### src/rtl/perf_pkg.sv
// Shared definitions for the performance counter bank.
//   perf_state_e : bank control state (IDLE, RUN, FROZEN)
//   EV_*         : conventional channel assignments for the event vector
//   sel_width()  : width of a channel-select field for n channels (min 1)
package perf_pkg;

  typedef enum logic [1:0] {
    IDLE   = 2'd0,
    RUN    = 2'd1,
    FROZEN = 2'd2
  } perf_state_e;

  localparam int unsigned EV_INST  = 0;
  localparam int unsigned EV_ICREQ = 1;
  localparam int unsigned EV_ICHIT = 2;
  localparam int unsigned EV_DCREQ = 3;
  localparam int unsigned EV_DCHIT = 4;
  localparam int unsigned EV_CYCLE = 5;

  function automatic int unsigned sel_width(input int unsigned n);
    return (n > 1) ? $clog2(n) : 1;
  endfunction

endpackage

### src/rtl/perf_counter.sv
// Single event counter with synchronous clear and sticky overflow flag.
// Optional build macro PERF_SNAPSHOT_EN exposes the next-state count so the
// bank can capture it into a shadow register in the same cycle.
// Ports:
//   clk, rst_n   clock, asynchronous active-low reset
//   clr          synchronous clear of count and overflow (wins over inc)
//   inc          count one event this cycle
//   cnt          current count
//   ovf          sticky overflow flag
//   cnt_nxt      (PERF_SNAPSHOT_EN only) count after this cycle's update
module perf_counter
  import perf_pkg::*;
#(
  parameter int unsigned CNT_W = 32,
  parameter int unsigned SAT   = 1
) (
  input  logic             clk,
  input  logic             rst_n,
  input  logic             clr,
  input  logic             inc,
  output logic [CNT_W-1:0] cnt,
`ifdef PERF_SNAPSHOT_EN
  output logic [CNT_W-1:0] cnt_nxt,
`endif
  output logic             ovf
);

  localparam logic [CNT_W-1:0] One = {{(CNT_W-1){1'b0}}, 1'b1};

  logic [CNT_W-1:0] cnt_q, cnt_d;
  logic             ovf_q, ovf_d;

  always_comb begin
    cnt_d = cnt_q;
    ovf_d = ovf_q;
    if (clr) begin
      cnt_d = '0;
      ovf_d = 1'b0;
    end else if (inc) begin
      if (&cnt_q) begin
        // Event beyond all-ones: flag it, then either hold or wrap.
        ovf_d = 1'b1;
        cnt_d = (SAT != 0) ? cnt_q : '0;
      end else begin
        cnt_d = cnt_q + One;
      end
    end
  end

  always_ff @(posedge clk or negedge rst_n) begin
    if (!rst_n) begin
      cnt_q <= '0;
      ovf_q <= 1'b0;
    end else begin
      cnt_q <= cnt_d;
      ovf_q <= ovf_d;
    end
  end

  assign cnt = cnt_q;
  assign ovf = ovf_q;
`ifdef PERF_SNAPSHOT_EN
  assign cnt_nxt = cnt_d;
`endif

endmodule

### src/rtl/perf_counter_bank.sv
// Bank of NUM_EV event counters with IDLE/RUN/FROZEN control and a
// registered single-channel readout.
// Build macro PERF_SNAPSHOT_EN adds a 'snap' input and per-channel shadow
// registers; readout then comes from the shadows instead of live counters.
// Ports:
//   clk, rst_n   clock, asynchronous active-low reset
//   en           counting enable (IDLE->RUN, RUN->IDLE when low)
//   ev           per-channel event strobes
//   hlt          halt strobe, RUN->FROZEN
//   clr          synchronous clear of counters, flags, shadows and state
//   snap         (PERF_SNAPSHOT_EN only) capture all counters into shadows
//   rd_sel       readout channel select; out-of-range reads as zero
//   rd_data      registered count of the selected channel
//   ovf          sticky per-channel overflow flags
//   frozen       registered FROZEN state indicator
module perf_counter_bank
  import perf_pkg::*;
#(
  parameter int unsigned NUM_EV = 6,
  parameter int unsigned CNT_W  = 32,
  parameter int unsigned SAT    = 1,
  localparam int unsigned SEL_W = sel_width(NUM_EV)
) (
  input  logic              clk,
  input  logic              rst_n,
  input  logic              en,
  input  logic [NUM_EV-1:0] ev,
  input  logic              hlt,
  input  logic              clr,
`ifdef PERF_SNAPSHOT_EN
  input  logic              snap,
`endif
  input  logic [SEL_W-1:0]  rd_sel,
  output logic [CNT_W-1:0]  rd_data,
  output logic [NUM_EV-1:0] ovf,
  output logic              frozen
);

  perf_state_e       state;
  logic [NUM_EV-1:0] inc;
  logic [CNT_W-1:0]  cnt [NUM_EV];
  logic [CNT_W-1:0]  rd_src [NUM_EV];
  logic [CNT_W-1:0]  sel_val;

  // Single-process FSM; frozen is registered alongside the state it decodes.
  always_ff @(posedge clk or negedge rst_n) begin
    if (!rst_n) begin
      state  <= IDLE;
      frozen <= 1'b0;
    end else if (clr) begin
      state  <= IDLE;
      frozen <= 1'b0;
    end else begin
      case (state)
        IDLE: begin
          if (en) state <= RUN;
        end
        RUN: begin
          if (hlt) begin
            state  <= FROZEN;
            frozen <= 1'b1;
          end else if (!en) begin
            state <= IDLE;
          end
        end
        FROZEN: ;
        default: begin
          state  <= IDLE;
          frozen <= 1'b0;
        end
      endcase
    end
  end

  // Events in the cycle that leaves RUN (halt or disable) are still counted.
  assign inc = (state == RUN && !clr) ? ev : '0;

`ifdef PERF_SNAPSHOT_EN
  logic [CNT_W-1:0] cnt_nxt [NUM_EV];
  logic [CNT_W-1:0] shadow  [NUM_EV];
`endif

  for (genvar i = 0; i < NUM_EV; i++) begin : g_cnt
    perf_counter #(
      .CNT_W (CNT_W),
      .SAT   (SAT)
    ) u_cnt (
      .clk     (clk),
      .rst_n   (rst_n),
      .clr     (clr),
      .inc     (inc[i]),
      .cnt     (cnt[i]),
`ifdef PERF_SNAPSHOT_EN
      .cnt_nxt (cnt_nxt[i]),
`endif
      .ovf     (ovf[i])
    );
  end

`ifdef PERF_SNAPSHOT_EN
  // Shadows take the post-update value so a same-cycle event is included.
  always_ff @(posedge clk or negedge rst_n) begin
    if (!rst_n) begin
      for (int i = 0; i < NUM_EV; i++) shadow[i] <= '0;
    end else if (clr) begin
      for (int i = 0; i < NUM_EV; i++) shadow[i] <= '0;
    end else if (snap) begin
      for (int i = 0; i < NUM_EV; i++) shadow[i] <= cnt_nxt[i];
    end
  end

  assign rd_src = shadow;
`else
  assign rd_src = cnt;
`endif

  always_comb begin
    sel_val = '0;
    if (32'(rd_sel) < NUM_EV) sel_val = rd_src[rd_sel];
  end

  always_ff @(posedge clk or negedge rst_n) begin
    if (!rst_n) begin
      rd_data <= '0;
    end else if (clr) begin
      rd_data <= '0;
    end else begin
      rd_data <= sel_val;
    end
  end

endmodule

### config.mk
export PLATFORM = sky130hd
export DESIGN_NAME = perf_counter_bank
export DESIGN_NICKNAME = d
export VERILOG_FILES = /design/src/rtl/perf_pkg.sv /design/src/rtl/perf_counter.sv /design/src/rtl/perf_counter_bank.sv
export SDC_FILE = /design/constraint.sdc
export NUM_CORES = 1
export LEC_CHECK = 0
export CAP_MARGIN = 10
export CORE_MARGIN = 4
export CORE_UTILIZATION = 55
export CTS_CLUSTER_DIAMETER = 80
export DETAILED_ROUTE_END_ITERATION = 6
export GPL_ROUTABILITY_DRIVEN = 0
export PLACE_DENSITY = 0.73
export SYNTH_ARGS = -nofsm -noshare
export SYNTH_HDL_FRONTEND = slang
export SYNTH_SLANG_ARGS = --single-unit
### constraint.sdc
create_clock -name clk -period 2.8 [get_ports clk]
set_input_delay 0.28 -clock clk [delete_from_list [all_inputs] [get_ports clk]]
set_output_delay 0.28 -clock clk [all_outputs]
set_load 0.1 [all_outputs]
* Word-level counts from Yosys, hierarchy flattened
Cells that the tools add are included.
** Word-level totals
- Flip-flop bits (word level) :: 233
- Bits of input ports :: 14
- Output and inout port bits :: 39
- Logic and storage cells :: 123
** Cells by class
- Add/sub/neg operators :: 6
- Order comparisons :: 2
- Eq/ne operators :: 13
- Muxes and demuxes :: 50
- Bitwise gates (word level) :: 1
- Reduce and logical (&&, ||, !) cells :: 36
** Operators by type and width (count)
- $mux 32 :: 22
- $add 32x1->32 const B :: 6
- $reduce_and 32->1 :: 6
- $bmux 32 s3 :: 1
- $reduce_and 2->1 :: 13
- $reduce_bool 2->1 :: 12
- $mux 1 :: 20
- $ne 2x2->1 const B :: 7
- $mux 2 :: 4
- $mux 6 :: 1
- $ne 3x3->1 const B :: 2
- $pmux 2 s3 :: 1
- $ge 4x4->1 const B :: 1
- $ne 4x4->1 const B :: 1
- $not 3->4 :: 1
- $lt 3x3->1 const B :: 1
- $reduce_and 3->1 :: 1
- $eq 2x1->1 const B :: 1
- $eq 2x2->1 const B :: 1
- $logic_not 2->1 :: 1
- $ne 2x1->1 const B :: 1
- $pmux 1 s2 :: 1
- $reduce_or 2->1 :: 1
- $logic_and 1x1->1 :: 1
- $logic_not 1->1 :: 1

* Logic depth before layout (Yosys ltp)
- Depth in word-level cells :: 6
- Mapped depth :: 9

* Modules after synthesis
Synthesis repeated with hierarchy kept, for this count alone.
** Unflattened totals
- Cells, all modules :: 1473
- Area total of the unflattened synthesis :: 13842.0 um^2
** By module, submodules not included
- perf_counter at g_cnt[0].u_cnt ... :: times used 5, cells each 207, area each 1881.8 um^2, sequential area each 825.8 um^2
- perf_counter_bank :: times used 1, cells each 235, area each 2536.2 um^2, sequential area each 875.8 um^2
- perf_counter at g_cnt[3].u_cnt :: times used 1, cells each 203, area each 1896.8 um^2, sequential area each 825.8 um^2

* Worst setup path after synthesis
Ideal clock, no wire load.
- Path type :: reg-to-reg
- Start point :: register g_cnt[1].u_cnt.cnt_q[0]
- End point :: register g_cnt[1].u_cnt.cnt_q[11]
- Data arrival time :: 2.169 ns
- Required time :: 2.674 ns
- Path slack :: 0.505 ns
- Stages on the path, launching flop included :: 8
- Path buffers :: 1
- Path through :: dfrtp_1 -> ha_1 -> nand3_1 -> or3_1 -> nor4_4 -> buf_4 -> nor2_2 -> a221o_1
** Between the ends
- Longest elaborated chain between the ends :: 4
** RTL lines
- start: declaration :: RTL line perf_counter.sv:30 : logic [CNT_W-1:0] cnt_q, cnt_d;
- start signal: assignment :: RTL line perf_counter.sv:55 : cnt_q <= cnt_d;
- $add 32x1->32 :: RTL line perf_counter.sv:45 : cnt_d = cnt_q + One;
- $mux 32 :: RTL line perf_counter.sv:40 : if (&cnt_q) begin
- $mux 32 :: RTL line perf_counter.sv:39 : end else if (inc) begin
- $mux 32 :: RTL line perf_counter.sv:36 : if (clr) begin
Several ways; a longest one is shown, not always the timed one. The select of a mux whose other input is x is not followed.
A chain may end at the register's enable or synchronous reset.

* Worst setup path after layout
- Start point :: register g_cnt[2].u_cnt.cnt_q[1]
- End point :: register g_cnt[2].u_cnt.cnt_q[22]
** Between the ends
- Longest elaborated chain between the ends :: 4
** RTL lines (RTL line)
- start: declaration :: perf_counter.sv:30
- start signal: assignment :: perf_counter.sv:55
- $add 32x1->32 :: perf_counter.sv:45
- $mux 32 :: perf_counter.sv:40
- $mux 32 :: perf_counter.sv:39
- $mux 32 :: perf_counter.sv:36
Several ways; a longest one is shown, not always the timed one. The select of a mux whose other input is x is not followed.

==> metrics.cfg <==
[status]
status = finished, final reports clean

[clock_network]
h-tree-depth = 1
clockBufferDepth = 3
clk_latency_ns = 0.54
cts-root-buf = clkbuf_16
clkTransAtPathRegs_ns = 0.06
cts_sinks = 233
cts_buffers = 27
postCtsSetupBuffers = 0
cts_tree = yes

[timing]
slew_viol_final = 0
finalHoldViolCount = 0
relSlewSlack_pct = 23.7
setup_tns_ns = 0
skew_ns = 0.0146
clock.fmax_ghz = 0.390
rsz0062_at_grt = false
worst_pin_slew_ns = 1.13
fin_crit_sh_pct = 91.6
finalSetupViolCount = 0
fin_crit_ns = 2.57

[placement]
io_buffer_count = 52
hpwl_um = 30500
dpl-instance-area_sq_um = 14800

[finish]
multiInputGateArea_sq_um = 7530
finish.instance_area_sq_um = 15700
syn2layout_area_growth_pct = 13.4
num-fill-cells = 2033
nets = 1516
seq_area_sq_um = 5830
drive_gt1_share_pct = 17.5
diodes = 0
final_cell_mix = 233 x dfrtp_1, 121 x nand2_1, 110 x buf_4
final_util_pct = 64.0
final_common_cell = dfrtp_1

[global_route]
first_global_vias = 12100
antenna_found_initial = 2
track_usage_pct = 29.9
grt_pass1_wl_um = 67800
grt_start_max_net_pins = 64
globalRouteOverflowTotal = 0

[worst_hold_path]
hold_class = in -> reg

[floorplanning]
rows = 57
start_util_pct = 56.4
die_w_um = 167
die_y_um = 167
core_sq_um = 24500
die_area_sq_um = 27800
ioPinCount = 53

[setup_path]
path_class = reg -> reg
crit_chain = ha_1, nand3_1, or4_4, or3_1, a21oi_2, buf_4, a221o_1
crit_slowest_cell = or4_4
cp-end-kind = flip-flop
crit_fanout = 11
start_kind = flip-flop
crit_family = simple AND/OR/NAND/NOR gates
slowest_delay_ns = 0.51
worstPathRequired_ns = 3.27
crit_buf_inv = 1
crit_arrival_ns = 3.03

[synth]
ys_seq_area_share_pct = 42.1
synth-main-ff-cell = dfrtp_1
ys_seq_elements = 233
ys_top_cells_by_area = dfrtp_1 42%, mux4_2 5.2%, mux2_2 3.4%
syn_area_per_cell_sq_um = 9.62
synth_edf_count = 0
yosysTopAreaCell = dfrtp_1
async_reset_ff_share_pct = 100
yosysWarnings = 0
syn_nets = 1460
synth_area_sq_um = 13800
syn_inst = 1440
synth_top_cell_area_share_pct = 42.1
ys_types = 73

[power]
total_power_mw = 7.22
p_leak_nw = 6.43
powerDensity_nw_per_um2 = 460
ir_drop_v = 0.000492

[detailed_routing]
drt_pass1_iterations = 6
wl_per_cell_um = 23.2
drt_wl_total_um = 42700
remaining_drc_errors = 0
vias = 12900
drt_iter0_drc = 1416
vias_per_cell = 7.00
detail-route-antenna-nets = 0

[flow_run]
drv_cap = 0

==> cells by family after synthesis <==
group           synth area share [%]
compound gates                  18.3
xor+xnor                       0.886
fa+ha+maj                      0.542
buf+inv                         3.53
flops                           42.1
mux                             9.13
simple gates                    25.5
==> repair_timing <==
action,in CTS,in global routing
hold buffers,1,0
endpoints found under the hold margin,59,0
gates resized for setup,0,0
==> flip-flops by register name (all words and copies together) (netlist names) <==
register	count
frozen	1
g_cnt.u_cnt.cnt	192
g_cnt.u_cnt.ovf	6
rd_data	32
state	2
==> layer usage <==
metal | up-vias | wire length, um | part of all wire (%) | global-route usage [%]
li1 | 5773 | - | - | -
met1 | 6312 | 17000 | 40 | 41.0
met2 | 649 | 19900 | 47 | 48.2
met3 | 141 | 3670 | 8.6 | 4.74
met4 | 4 | 2090 | 4.9 | 12.0
met5 | - | 27 | 0.063 | 0
==> where the power goes <==
group          leakage (nW)  switching [mW]  internal, mW
registers              3.25          0.0139          3.38
clock network         0.423            1.42          2.01
logic                  2.75           0.285         0.113
total                  6.43            1.72          5.50
==> path summary, 6_finish.rpt <==
check                                                        from                                  to  slack [ns]  cells past startpoint
worst max-delay path            g_cnt[2].u_cnt.cnt[1]$_DFFE_PN0P_  g_cnt[2].u_cnt.cnt[22]$_DFFE_PN0P_        0.23                      7
worst min-delay path                                          clr                state[1]$_DFFE_PN0P_        0.04                      2
worst max register to register  g_cnt[2].u_cnt.cnt[1]$_DFFE_PN0P_  g_cnt[2].u_cnt.cnt[22]$_DFFE_PN0P_        0.23                      7
worst min register to register     g_cnt[1].u_cnt.ovf$_DFFE_PN0P_      g_cnt[1].u_cnt.ovf$_DFFE_PN0P_        0.51                      2
max in group asynchronous                                   rst_n  g_cnt[1].u_cnt.cnt[25]$_DFFE_PN0P_        1.70                      3
min in group asynchronous                                   rst_n   g_cnt[3].u_cnt.cnt[8]$_DFFE_PN0P_        0.28                      2
==> Yosys cell counts, types with 9 or more instances <==
library cell,count
a41oi_1,10
nand4_1,52
a22oi_1,32
nor2_1,93
o31ai_1,42
nor4_1,33
and3_1,42
and2_1,18
mux2_2,42
a31oi_1,47
a221o_1,23
mux4_2,32
nor3_1,29
nand2b_1,9
dfrtp_1,233
nand3_1,71
clkbuf_1,62
nor2b_1,12
a21oi_1,88
buf_2,24
xnor2_1,12
nand2_1,121
and4_1,40
or4_1,46
inv_1,17
o21ai_0,48
or3_1,27
a211o_1,10
==> per-stage QoR <==
stage | hold WS (ns) | worst slack (ns) | std cells
2_1_floorplan | -0.0156 | 0.505 | 1440
3_3_place_gp | 0.256 | 0.351 | 1790
3_5_place_dp | 0.256 | 0.259 | 1790
4_1_cts | 0.0199 | 0.260 | 1840
5_1_grt | 0.0431 | 0.0698 | 1840
6_report | 0.0406 | 0.235 | 1840
==> area by class of cell <==
class | instances | share of cell area, %
clock buffer | 44 | 5.28
clock inverter | 5 | 0.175
inverter | 17 | 0.406
multi-input combinational | 1092 | 48.0
sequential | 233 | 37.1
tap | 324 | 2.58
timing repair buffer | 125 | 6.44
==> worst register-to-register path: cells and delay by family, from the launching register on <==
family	cells	cell delay, ns
compound gates	2	0.40
flops	1	0.42
simple gates	3	1.23
fa+ha+maj	1	0.24
buf+inv	1	0.21
Note: power is estimated with default switching activity, not from simulation.
